### config.mk
export PLATFORM = sky130hd
export DESIGN_NAME = pipe_ctrl
export DESIGN_NICKNAME = d
export VERILOG_FILES = /design/src/rtl/pipe_ctrl_pkg.sv /design/src/rtl/pipe_ctrl_cnt.sv /design/src/rtl/pipe_ctrl.sv
export SDC_FILE = /design/constraint.sdc
export NUM_CORES = 1
export LEC_CHECK = 0
export ABC_CLOCK_PERIOD_IN_PS = 5500
export CORE_MARGIN = 5
export CORE_UTILIZATION = 50
export CTS_CLUSTER_SIZE = 24
export DETAILED_ROUTE_END_ITERATION = 8
export PLACE_DENSITY_LB_ADDON = 0.15
export REMOVE_ABC_BUFFERS = 1
export SLEW_MARGIN = 20
export SYNTH_ARGS = -nofsm -noshare
export SYNTH_HDL_FRONTEND = slang
export SYNTH_HIERARCHICAL = 1
export SYNTH_SLANG_ARGS = --single-unit
### constraint.sdc
create_clock -name clk -period 5.5 [get_ports clk]
set_clock_uncertainty 0.2 [all_clocks]
set_input_delay 1.1 -clock clk [delete_from_list [all_inputs] [get_ports clk]]
set_output_delay 1.1 -clock clk [all_outputs]
set_load 0.005 [all_outputs]
### src/rtl/pipe_ctrl_pkg.sv
// Shared definitions for the pipeline sequencer: stall vector layout,
// stall encodings and multi-cycle FSM state encodings.
package pipe_ctrl_pkg;

    // [0]=PC [1]=IF/ID [2]=ID/EX [3]=EX/MEM [4]=MEM/WB [5]=reserved; 1 = hold
    typedef logic [5:0] stall_bus_t;

    localparam stall_bus_t StallNone = 6'b000000;
    localparam stall_bus_t StallId   = 6'b000111;
    localparam stall_bus_t StallEx   = 6'b001111;

    typedef enum logic {
        StIdle = 1'b0,
        StBusy = 1'b1
    } mc_state_e;

endpackage

### src/rtl/pipe_ctrl_cnt.sv
// Loadable down-counter of remaining multi-cycle EX cycles, with an
// up-counting step index and a zero flag on the remaining count.
module pipe_ctrl_cnt #(
    parameter int CNT_W = 6
) (
    input  logic             clk,
    input  logic             rst,
    input  logic             i_load,
    input  logic [CNT_W-1:0] i_load_val,
    input  logic             i_dec,
    input  logic             i_clear,
    output logic [CNT_W-1:0] o_step,
    output logic             o_zero
);

    logic [CNT_W-1:0] r_remaining;
    logic [CNT_W-1:0] r_step;

    // A load marks the start cycle as step 0, so the first held cycle is step 1.
    always_ff @(posedge clk) begin
        if (rst || i_clear) begin
            r_remaining <= '0;
            r_step      <= '0;
        end else if (i_load) begin
            r_remaining <= i_load_val;
            r_step      <= CNT_W'(1);
        end else if (i_dec) begin
            r_remaining <= r_remaining - CNT_W'(1);
            r_step      <= r_step + CNT_W'(1);
        end
    end

    assign o_step = r_step;
    assign o_zero = (r_remaining == '0);

endmodule

### src/rtl/pipe_ctrl.sv
// Pipeline sequencer: merges ID load-use and EX multi-cycle stall requests
// into one stall vector. Optional flush support under PIPE_CTRL_FLUSH_EN.
module pipe_ctrl
    import pipe_ctrl_pkg::*;
#(
    parameter int CNT_W = 6
) (
    input  logic             clk,
    input  logic             rst,
    input  logic             stallreq_id_i,
    input  logic             ex_mc_start_i,
    input  logic [CNT_W-1:0] ex_mc_cycles_i,
    output logic [5:0]       stall_o,
    output logic             mc_busy_o,
    output logic [CNT_W-1:0] mc_step_o,
    output logic             mc_last_o
`ifdef PIPE_CTRL_FLUSH_EN
    ,
    input  logic             flush_req_i,
    output logic             flush_o
`endif
);

    mc_state_e        r_state;
    mc_state_e        w_next;
    logic             w_load;
    logic             w_dec;
    logic             w_clear;
    logic [CNT_W-1:0] w_cnt_step;
    logic             w_cnt_zero;

    pipe_ctrl_cnt #(.CNT_W(CNT_W)) u_cnt (
        .clk        (clk),
        .rst        (rst),
        .i_load     (w_load),
        .i_load_val (ex_mc_cycles_i - CNT_W'(2)),
        .i_dec      (w_dec),
        .i_clear    (w_clear),
        .o_step     (w_cnt_step),
        .o_zero     (w_cnt_zero)
    );

    always_ff @(posedge clk) begin
        if (rst) r_state <= StIdle;
        else     r_state <= w_next;
    end

    always_comb begin
        w_next    = r_state;
        stall_o   = StallNone;
        mc_busy_o = 1'b0;
        mc_step_o = '0;
        mc_last_o = 1'b0;
        w_load    = 1'b0;
        w_dec     = 1'b0;
        w_clear   = 1'b0;
`ifdef PIPE_CTRL_FLUSH_EN
        flush_o   = 1'b0;
`endif
        if (rst) begin
            // all outputs held at zero while in reset
        end
`ifdef PIPE_CTRL_FLUSH_EN
        else if (flush_req_i) begin
            // Flush aborts any op without raising mc_last_o.
            flush_o   = 1'b1;
            mc_busy_o = (r_state == StBusy);
            mc_step_o = (r_state == StBusy) ? w_cnt_step : '0;
            w_clear   = 1'b1;
            w_next    = StIdle;
        end
`endif
        else begin
            case (r_state)
                StIdle: begin
                    if (ex_mc_start_i && (ex_mc_cycles_i >= CNT_W'(2))) begin
                        stall_o = StallEx;
                        w_load  = 1'b1;
                        w_next  = StBusy;
                    end else if (ex_mc_start_i) begin
                        mc_last_o = 1'b1;
                    end else begin
                        stall_o = stallreq_id_i ? StallId : StallNone;
                    end
                end
                StBusy: begin
                    // EX keeps start asserted while held, so inputs are ignored here.
                    mc_busy_o = 1'b1;
                    mc_step_o = w_cnt_step;
                    if (!w_cnt_zero) begin
                        stall_o = StallEx;
                        w_dec   = 1'b1;
                    end else begin
                        mc_last_o = 1'b1;
                        stall_o   = stallreq_id_i ? StallId : StallNone;
                        w_clear   = 1'b1;
                        w_next    = StIdle;
                    end
                end
                default: w_next = StIdle;
            endcase
        end
    end

endmodule

==> impl_metrics.csv <==
group,metric,value,unit
outcome,outcome,"finished, final reports clean",
layout,fin_cells,138,
placed_design,detailed_place_hpwl,1430,µm
clock_network,cts_root_buffer,"clkbuf_4",
critical_path,end_kind,"output port",
critical_path,reg2reg_to,"u_cnt/r_remaining[5]$_SDFFE_PP0P_",
pwr,p_leak,0.412,nW
clock_network,post_cts_buffers,0,
global_route,globalRouteMet2Util,26.8,%
sta,hold_viol_final,0,
layout,area_growth_syn_to_layout,25.3,%
route,ant_nets,0,
critical_path,reg2reg_depth,7,
pwr,p_per_area,228,mW/mm²
min_path,hold_class,"reg -> reg",
synthesis,synth_area_leaders,"dfxtp_1 (31%), and2_1 (6.6%), xor2_1 (6.2%)",
layout,nNetsFinal,137,
critical_path,critPathLaunch,"ex_mc_cycles_i[3]",
min_path,min_from,"u_cnt/o_step[5]$_SDFFE_PP0P_",
die,die_h,51.2,µm
sta,setup_viol,0,
sta,drv_slew,0,
sta,worstMarginPinSlew,0.721,ns
pwr,ir_drop,0.131,mV
synthesis,synth-seq-area-share,30.6,%
critical_path,r2r-start,"u_cnt/r_remaining[0]$_SDFFE_PP0P_",
global_route,grt_max_degree,14,
route,firstDrtPassIters,4,
flow_run,maxCapViolCount,0,
min_path,hold_path_depth,2,
critical_path,required,4.20,ns
synthesis,synth_cell_type_count,33,
placed_design,gp_congestion,0.710,
clock_network,clkTransAtPathRegs,0.08,ns
clock_network,cts_resized,0,
die,ios,24,
critical_path,critPathLaunchType,"input pin",
min_path,min_to,"u_cnt/o_step[5]$_SDFFE_PP0P_",
global_route,overflow,0,
global_route,grt_pass1_wl,3290,µm
route,wirelength,1820,µm
placed_design,placed_area,0.00104,mm²
global_route,use_met3,4.36,%
clock_network,cts_buffers,3,
layout,fill_cells,137,
clock_network,cts.htree.levels,1,
critical_path,crit_arrival,3.07,ns
die,initial_utilization,54.5,%
global_route,grt.busiest_layer,"met2",
global_route,antenna_found_initial,0,
sta,period_minus_slack,4.37,ns
sta,slew_headroom,51.7,%
global_route,grt_use_met1,20.8,%
placed_design,dp_cells,134,
global_route,grt_pass1_vias,749,
clock_network,cts_tree,"yes",
die,dieWidth,51.2,µm
placed_design,io_buffers,21,
die,dieArea,0.00262,mm²
synthesis,yosys_warnings,6,
synthesis,yosys.area.top_type_share,30.6,%
route,drtIter0Drc,6,
route,vias_per_cell,5.52,
die,core-area,0.00156,mm²
layout,drive_gt1_share,5.74,%
clock_network,clock_latency,0.28,ns
synthesis,synthCells,102,
critical_path,crit_fanout,4,
die,rows,14,
synthesis,synth_area_leader_cell,"dfxtp_1",
critical_path,ff2ff_setup_slack,2.66,ns
route,vias,762,
layout,finalInstanceArea,0.00106,mm²
sta,fin_setup_tns,0,ns
synthesis,synth.avg_cell_area,8.33,µm²
synthesis,synth-seq-cells,13,
sta,rsz0062_at_grt,"false",
synthesis,syn_area,850,µm²
global_route,grt.total_usage,16.7,%
clock_network,clockBufferDepth,2,
route,wl_per_cell,13.2,µm
layout,antenna_cells,0,
critical_path,worstSetupPathType,"in -> out",
clock_network,cts_hold_buf,0,
sta,fmax,229,MHz
route,drc,0,
sta,timing.final.crit_share,79.5,%
clock_network,cts.sink_count,13,
[cell families after synthesis]
family                     count (synthesis)  share of synthesized area (%)
and+or+nand+nor                           39                           27.5
AOI/OAI and AO/OA                         22                           16.6
DFF                                       13                           30.6
buffers and inverters                     13                           8.39
xor gates and xnor gates                   9                           9.28
adders and majority gates                  4                           5.89
other                                      1                          0.441
muxes                                      1                           1.18
[flip-flops by register name, indices dropped and copies added, names as in the netlist]
register and count:
r_state 1, u_cnt/o_step 6, u_cnt/r_remaining 6
[cells in the mapped netlist]
cell type  instances
o211ai_1           1
inv_1              7
mux2i_1            1
conb_1             1
a21oi_1            3
ha_1               4
xor2_1             6
nand2_1            8
or2_2              1
o31ai_1            4
xnor2_1            3
buf_6              1
o22ai_1            2
nand3b_1           1
or4_1              2
nor4b_4            1
clkbuf_1           1
nand4_1            2
nand2b_1           1
dfxtp_1           13
o21ba_1            1
a31oi_1            2
nor2_1             9
buf_4              4
a21boi_0           2
or3_1              1
and2_1             9
o21ai_0            6
nor4_1             1
or4_4              1
nor3_1             1
or4b_4             1
a2111oi_0          1
[metrics by stage]
stage	power [W]	utilization, %	hold WS (ns)	setup slack [ns]
final	0.000243	68.3	0.294	1.13
after global routing	0.000262	68.3	0.332	1.05
after CTS	0.000245	68.3	0.301	1.11
after detailed placement	0.000184	66.6	0.290	1.11
after global placement	0.000182	66.6	0.274	1.14
after floorplan	0.000155	-	0.254	2.12
[layout by cell type, fill, tap and decap left out]
cell             instances
clkdlybuf4s50_1         21
dfxtp_1                 13
nor2_1                   9
and2_1                   9
nand2_1                  8
inv_1                    7
xor2_1                   6
o21ai_0                  6
o31ai_1                  4
ha_1                     4
xnor2_1                  3
clkbuf_4                 3
a21oi_1                  3
o22ai_1                  2
conb_1                   2
a21boi_0                 2
or4_1                    2
a31oi_1                  2
nand4_1                  2
or4_4                    1
nand2b_1                 1
nor4b_4                  1
nand3b_1                 1
nor3_1                   1
or2_2                    1
o21ba_1                  1
clkbuf_1                 1
nor4_1                   1
a2111oi_0                1
o211ai_1                 1
or4b_4                   1
or3_1                    1
mux2i_1                  1
[critical path, stage by stage]
cell and delay (ns):
clkdlybuf4s50_1 0.47, or4_4 0.57, nor4b_4 0.28, o21ba_1 0.16, clkdlybuf4s50_1 0.49
[final cells by class]
type	count	area [µm²]	area share, %
clock buffers	4	26.3	2.47
inverters	7	26.3	2.47
multi-input cells	77	522	49.0
flip-flops and latches	13	260	24.4
well taps	16	20.0	1.88
repair buffers	21	210	19.7
[how the worst max path moves through the flow]
stage | to | slack [ns] | depth (start not counted)
6_report | mc_last_o | 1.13 | 5
5_1_grt | mc_last_o | 1.05 | 5
4_1_cts | mc_last_o | 1.11 | 5
3_5_place_dp | mc_last_o | 1.11 | 5
3_3_place_gp | mc_last_o | 1.14 | 5
2_1_floorplan | mc_last_o | 2.12 | 3
[routing by layer]
| layer | up-vias | part of all wire (%) | routed length, µm |
|---|---|---|---|
| met1 | 347 | 47 | 862 |
| met5 | - | 0 | 0 |
| met2 | 16 | 47 | 852 |
| met4 | 0 | 1.8 | 32 |
| met3 | 4 | 3.8 | 69 |
| li1 | 395 | - | - |
[report_power, final]
group,internal [W],switching (W)
combinational,0.0000355,0.0000334
clock,0.0000282,0.0000326
sequential,0.000103,0.0000105
total,0.000166,0.0000766
No activity file was read; power rests on OpenSTA's default activity.
